**src/rtl/instruction_fetch_unit.sv**
```systemverilog
// instruction_fetch_unit: PC owner and single-outstanding-fetch front end feeding decode
// Ports:
//   clk, reset                          rising-edge clock, synchronous active-high reset
//   imem_req, imem_addr                 one-cycle fetch request and its word-aligned address
//   imem_valid, imem_rdata              one-cycle memory response and its instruction word
//   redirect_valid/base/offset          taken branch: target = base + sext(offset) << 2
//   if_valid, if_ready, if_instr, if_pc instruction slot handshake towards decode
//   instr_count                         wrapping count of accepted instructions
module instruction_fetch_unit #(
    parameter logic [31:0] RESET_PC  = 32'h0000_0000,
    parameter int          CNT_WIDTH = 16
) (
    input  logic                 clk,
    input  logic                 reset,
    output logic                 imem_req,
    output logic [31:0]          imem_addr,
    input  logic                 imem_valid,
    input  logic [31:0]          imem_rdata,
    input  logic                 redirect_valid,
    input  logic [31:0]          redirect_base,
    input  logic [25:0]          redirect_offset,
    output logic                 if_valid,
    input  logic                 if_ready,
    output logic [31:0]          if_instr,
    output logic [31:0]          if_pc,
    output logic [CNT_WIDTH-1:0] instr_count
);
    typedef enum logic [2:0] {RST, ISSUE, WAIT, HOLD, DRAIN} state_t;
    state_t               state_q, state_d;
    logic [31:0]          pc_q, pc_d;
    logic                 req_q;
    logic                 valid_q, valid_d;
    logic [31:0]          instr_q, instr_d;
    logic [31:0]          ifpc_q, ifpc_d;
    logic [CNT_WIDTH-1:0] cnt_q, cnt_d;
    logic [31:0]          target;
    // Low bits are masked so imem_addr stays word-aligned even for a misaligned base.
    assign target = (redirect_base + {{4{redirect_offset[25]}}, redirect_offset, 2'b00}) & 32'hFFFF_FFFC;
    always_comb begin
        state_d = state_q;
        pc_d    = pc_q;
        valid_d = valid_q;
        instr_d = instr_q;
        ifpc_d  = ifpc_q;
        cnt_d   = cnt_q;
        case (state_q)
            RST: state_d = ISSUE;
            ISSUE: begin
                // A redirect here still leaves this cycle's request in flight, so drain it.
                state_d = redirect_valid ? DRAIN : WAIT;
                pc_d    = redirect_valid ? target : pc_q;
            end
            WAIT: begin
                if (redirect_valid) begin
                    state_d = imem_valid ? ISSUE : DRAIN;
                    pc_d    = target;
                end else if (imem_valid) begin
                    state_d = HOLD;
                    instr_d = imem_rdata;
                    ifpc_d  = pc_q;
                    valid_d = 1'b1;
                    pc_d    = pc_q + 32'd4;
                end
            end
            HOLD: begin
                // Redirect flushes the slot even if decode accepts it in the same cycle.
                if (redirect_valid) begin
                    state_d = ISSUE;
                    valid_d = 1'b0;
                    pc_d    = target;
                end else if (if_ready) begin
                    state_d = ISSUE;
                    valid_d = 1'b0;
                    cnt_d   = cnt_q + CNT_WIDTH'(1);
                end
            end
            DRAIN: begin
                state_d = imem_valid ? ISSUE : DRAIN;
                pc_d    = redirect_valid ? target : pc_q;
            end
            default: state_d = RST;
        endcase
    end
    always_ff @(posedge clk) begin
        if (reset) begin
            state_q <= RST;
            pc_q    <= RESET_PC;
            req_q   <= 1'b0;
            valid_q <= 1'b0;
            instr_q <= 32'h0;
            ifpc_q  <= 32'h0;
            cnt_q   <= '0;
        end else begin
            state_q <= state_d;
            pc_q    <= pc_d;
            req_q   <= (state_d == ISSUE);
            valid_q <= valid_d;
            instr_q <= instr_d;
            ifpc_q  <= ifpc_d;
            cnt_q   <= cnt_d;
        end
    end
    assign imem_req    = req_q;
    assign imem_addr   = pc_q;
    assign if_valid    = valid_q;
    assign if_instr    = instr_q;
    assign if_pc       = ifpc_q;
    assign instr_count = cnt_q;
endmodule

```
**config.mk**
```make
export PLATFORM = sky130hd
export DESIGN_NAME = instruction_fetch_unit
export DESIGN_NICKNAME = d
export VERILOG_FILES = /design/src/rtl/instruction_fetch_unit.sv
export SDC_FILE = /design/constraint.sdc
export NUM_CORES = 1
export LEC_CHECK = 0
export CORE_ASPECT_RATIO = 0.5
export CORE_MARGIN = 5
export CORE_UTILIZATION = 45
export DETAILED_ROUTE_END_ITERATION = 8
export GPL_TIMING_DRIVEN = 0
export PLACE_DENSITY = 0.91
export REMOVE_ABC_BUFFERS = 1
export SLEW_MARGIN = 20
export SYNTH_ARGS = -nofsm -noshare
export SYNTH_HDL_FRONTEND = slang
export SYNTH_SLANG_ARGS = --single-unit
```
**constraint.sdc**
```tcl
create_clock -name clk -period 5.11 [get_ports clk]
set_input_delay 0.7665 -clock clk [delete_from_list [all_inputs] [get_ports clk]]
set_output_delay 0.7665 -clock clk [all_outputs]
set_load 0.02 [all_outputs]
```
# After elaboration in Yosys (flattened, before gate mapping)
# Cells that the tools add are included.
# totals
input_bits,95
mem_bits_ro,0
ff_bits,117
ramBits,0
out_inout_bits,114
elab_cells,45
latch_bits,0
memories,0
# op_classes
eq_ne,10
mux,16
reduce_logical,8
multipliers,0
shifts,0
div_mod_pow,0
order_cmp,0
n_bitwise,1
add_sub_neg,3
# op_table
cell,n
$mux 32,3
$pmux 32 s2,1
$add 32x3->32 const B,1
$add 32x32->32,1
$mux 3,6
$add 16x1->16 const B,1
$pmux 3 s5,1
$reduce_and 3->1,3
$eq 3x1->1 const B,2
$eq 3x2->1 const B,2
$ne 3x3->1 const B,2
$mux 1,4
$ne 2x2->1 const B,2
$reduce_and 4->1,1
$reduce_bool 2->1,2
$eq 3x3->1 const B,1
$logic_not 3->1,1
$reduce_or 3->1,1
$ne 2x1->1 const B,1
$pmux 1 s2,1
$not 1->1,1

# Depth between registers and ports, before layout
# depth
word_depth,4
ltp_mapped,12
depth_no_buf,10

# Worst setup path after synthesis
# OpenSTA, ideal clock, no wires.
# synth_timing
path_kind,input -> register
start,input port redirect_base[2]
end,register pc_q[22] (netlist: imem_addr[22])
setup_slack_ps,2189
path_buffers,0
arrival_time_ps,2818
t_required_ps,5007
setup_time_ps,103
path_stages,10
path_cell_list,ha_1 -> fa_1 -> a21oi_1 -> o22ai_1 -> nor4_4 -> nor3_2 -> o21ai_2 -> o21bai_2 -> xnor2_1 -> a2111oi_2
# synth_via
elab_chain_cells,3
elab_cells_between_ends,4
cone_classes,add/sub (1); mux (3)
# synth_rtl
item,line,rtl
start: declaration,20,"input logic [31:0] redirect_base,"
$add 32x32->32 (*),38,"assign target = (redirect_base + {{4{redirect_offset[25]}}, redirect_offset, 2'b00}) & 32'hFFFF_FFFC;"
"$mux 32, on equally long branches",-,
$pmux 32 s2 (*),46,case (state_q)
end signal: assignment,95,pc_q <= pc_d;
end: declaration,30,"logic [31:0] pc_q, pc_d;"
# Every way passes the cells marked *; elsewhere a longest branch is shown, timed or not. The select of a mux whose other input is x is not followed.
# A chain may end at the register's enable or synchronous reset.

# Worst setup path after layout
# Same ends and word-level chain as after synthesis.

==> reports/summary.txt <==
Design area: 9089 um2
Hold Buf Count CTS: 0
Die Width: 178.4 um
Die Ht: 94.19 um
Fin. Hold Viols: 0
Root buffer cell: clkbuf_16
Deepest clock path buffer count: 2
Maximum clock frequency: 299.4 MHz
Gr usage total: 22.61%
Commonest non-fill, non-tap cell in the layout: clkdlybuf4s50_1
DR WL/cell: 15.98 um
Critical path required time: 5.41 ns
H-tree depth: 4
Top cells by area, synth: dfxtp_1 (35%), nand2_1 (9.9%), a21oi_1 (9.2%)
Vias in the first global route: 6486
Final worst slack: 1.770 ns
Fin crit period: 3.340 ns
Starting Density: 46.56%
Yosys reg bits: 113
Placement Setup Slack: 1.423 ns
Sequential element share of the synthesized area: 35.46%
Synth Warn #: 0
Core area: 13700 um2
Reg area: 2262 um2
CTS tree: yes
Postcts setup bufs: 0
Most frequent cells in the layout: clkdlybuf4s50_1 (201), nand2_1 (168), a21oi_1 (117), dfxtp_1 (113), nor2_1 (70)
GP Congestion: 0.8949
Hold crit path type: reg -> reg
Post-synthesis cell area: 6379 um2
Setup violators final: 0
Max Fanout on Critical Path: 4
Yosys top cell by area: dfxtp_1
DR vias/cell: 5.589
WL final: 19420 um
Number of diodes: 0
RSZ-0062 raised after global routing: no
Initial drt markers: 571
Total of max-cap violations: 0
Die ar.: 16800 um2
Flop-to-flop setup slack: 2.54 ns
First-pass GRT wire length: 31540 um
Placed Area: 8489 um2
Largest net degree at the start of global routing: 69
Post-synth top flop: dfxtp_1
CP Class: in -> reg
Io pins: 209
Routed Antenna Nets: 0
Yosys cell types: 66
Crit end category: flip-flop
CTS clk-pin slew, worst paths: 0.05 ns
Fraction of layout cells with a size suffix above 1: 5.376%
Post_cts resized: 0
Syn-to-layout area delta: 42.49%
Least-Margin Pin Slew: 0.7956 ns
Initial antenna violation count: 0
Crit path DAT: 3.64 ns
Post-Syn Instances: 838
Crit start category: input pin
Worst-Skew Late Latency: 0.40 ns
Slew HR: 46.85%
Yosys top cell area share: 35.46%
Max-slew violations: 0
Crit share post-route: 65.37%
Leakage: 3.259 nW
Drt pass-1 iters: 5
# DRC: 0
Status: complete, no violations
DPL Wire Length: 14070 um
Power density cells: 304.0 nW/um2
Fin Setup TNS: 0 ns
Nets: 1141
Peak VDD IR: 0.0001989 V
Syn avg cell area: 7.612 um2
Num rows: 30
Area of the multi-input gates: 3884 um2
Post-synth ARST share: 0%
CTS buffer count: 17
DR vias: 6791
# fillers: 1098
Clk sinks: 113
# port buffers: 202
Post-synth EDFFs: 0
Total congestion overflow: 0
Worst Skew: 0.008226 ns
## cell type report
type | count | area share (%)
flip-flops and latches | 113 | 24.89
repair buffers | 204 | 22.65
well taps | 192 | 2.643
clock buffers | 22 | 5.438
multi-input cells | 666 | 42.73
clock inverters | 6 | 1.156
inverters | 12 | 0.4956
## registers in the layout, summed over array words and instances, names as in the netlist
signal and flops:
imem_addr 30, if_instr 32, state_q 3, if_pc 30, imem_req 1, instr_count 16, if_valid 1
## kinds of logic after synthesis
group / Yosys count / synth area share (%)
compound gates: 249 / 24.26
other cells: 1 / 0.05879
fa+ha+maj: 32 / 6.395
mux: 3 / 0.4708
buf+inv: 62 / 4.198
simple gates: 344 / 24.48
flops: 113 / 35.46
xor+xnor: 34 / 4.669
## where the power goes
group,switching [mW],internal (mW)
Sequential,0.0603,0.920
Combinational,0.319,0.269
Clock,0.379,0.817
Total,0.758,2.01
## worst max-delay path, stage by stage
cell and delay [ns]:
clkdlybuf4s50_1 0.41, ha_1 0.25, fa_1 0.42, a21oi_1 0.24, o22ai_1 0.21, nor4_4 0.26
nor3_2 0.13, o21ai_2 0.27, o21bai_2 0.11, xnor2_1 0.19, a2111oi_2 0.36
## metrics by stage
step | util [%] | power [mW] | instances | hold WS (ns)
2_1_floorplan | - | 1.312 | 791 | 0.4845
3_3_place_gp | 61.53 | 1.546 | 1185 | 0.4409
3_5_place_dp | 61.96 | 1.567 | 1187 | 0.4476
4_1_cts | 66.34 | 2.765 | 1215 | 0.4552
5_1_grt | 66.34 | 2.879 | 1215 | 0.4741
6_report | 66.34 | 2.763 | 1215 | 0.4528
## per-layer routing
metal,track usage [%],vias to the layer above,routed length [um]
li1,-,3305,-
met1,27.95,3119,7968
met2,38.60,321,9482
met3,5.348,46,1510
met4,8.168,0,459
met5,0,-,0
## synthesized netlist by cell type, types with 5 or more instances
library cell	number
nor2_1	70
xor2_1	19
a2111oi_0	5
a21o_1	13
nand3_1	23
nand4_1	6
dfxtp_1	113
o21ai_0	42
a311oi_1	5
nand2_1	169
clkbuf_1	34
nor3_1	20
a21oi_1	117
inv_1	12
nor2b_1	6
buf_2	10
a31oi_1	7
xnor2_1	15
and2_1	10
o21a_1	8
ha_1	31
o22ai_1	5
and3_1	10
nand3b_1	5
a211oi_1	6
## final timing paths
kind | startpoint | end | cells past startpoint
worst max-delay path | redirect_base[2] | imem_addr[22] | 11
worst min-delay path | if_instr[21] | if_instr[21] | 2
worst min register to register | if_instr[21] | if_instr[21] | 2
worst max register to register | state_q[0] | imem_addr[24] | 7
(Power assumes the default switching activity.)
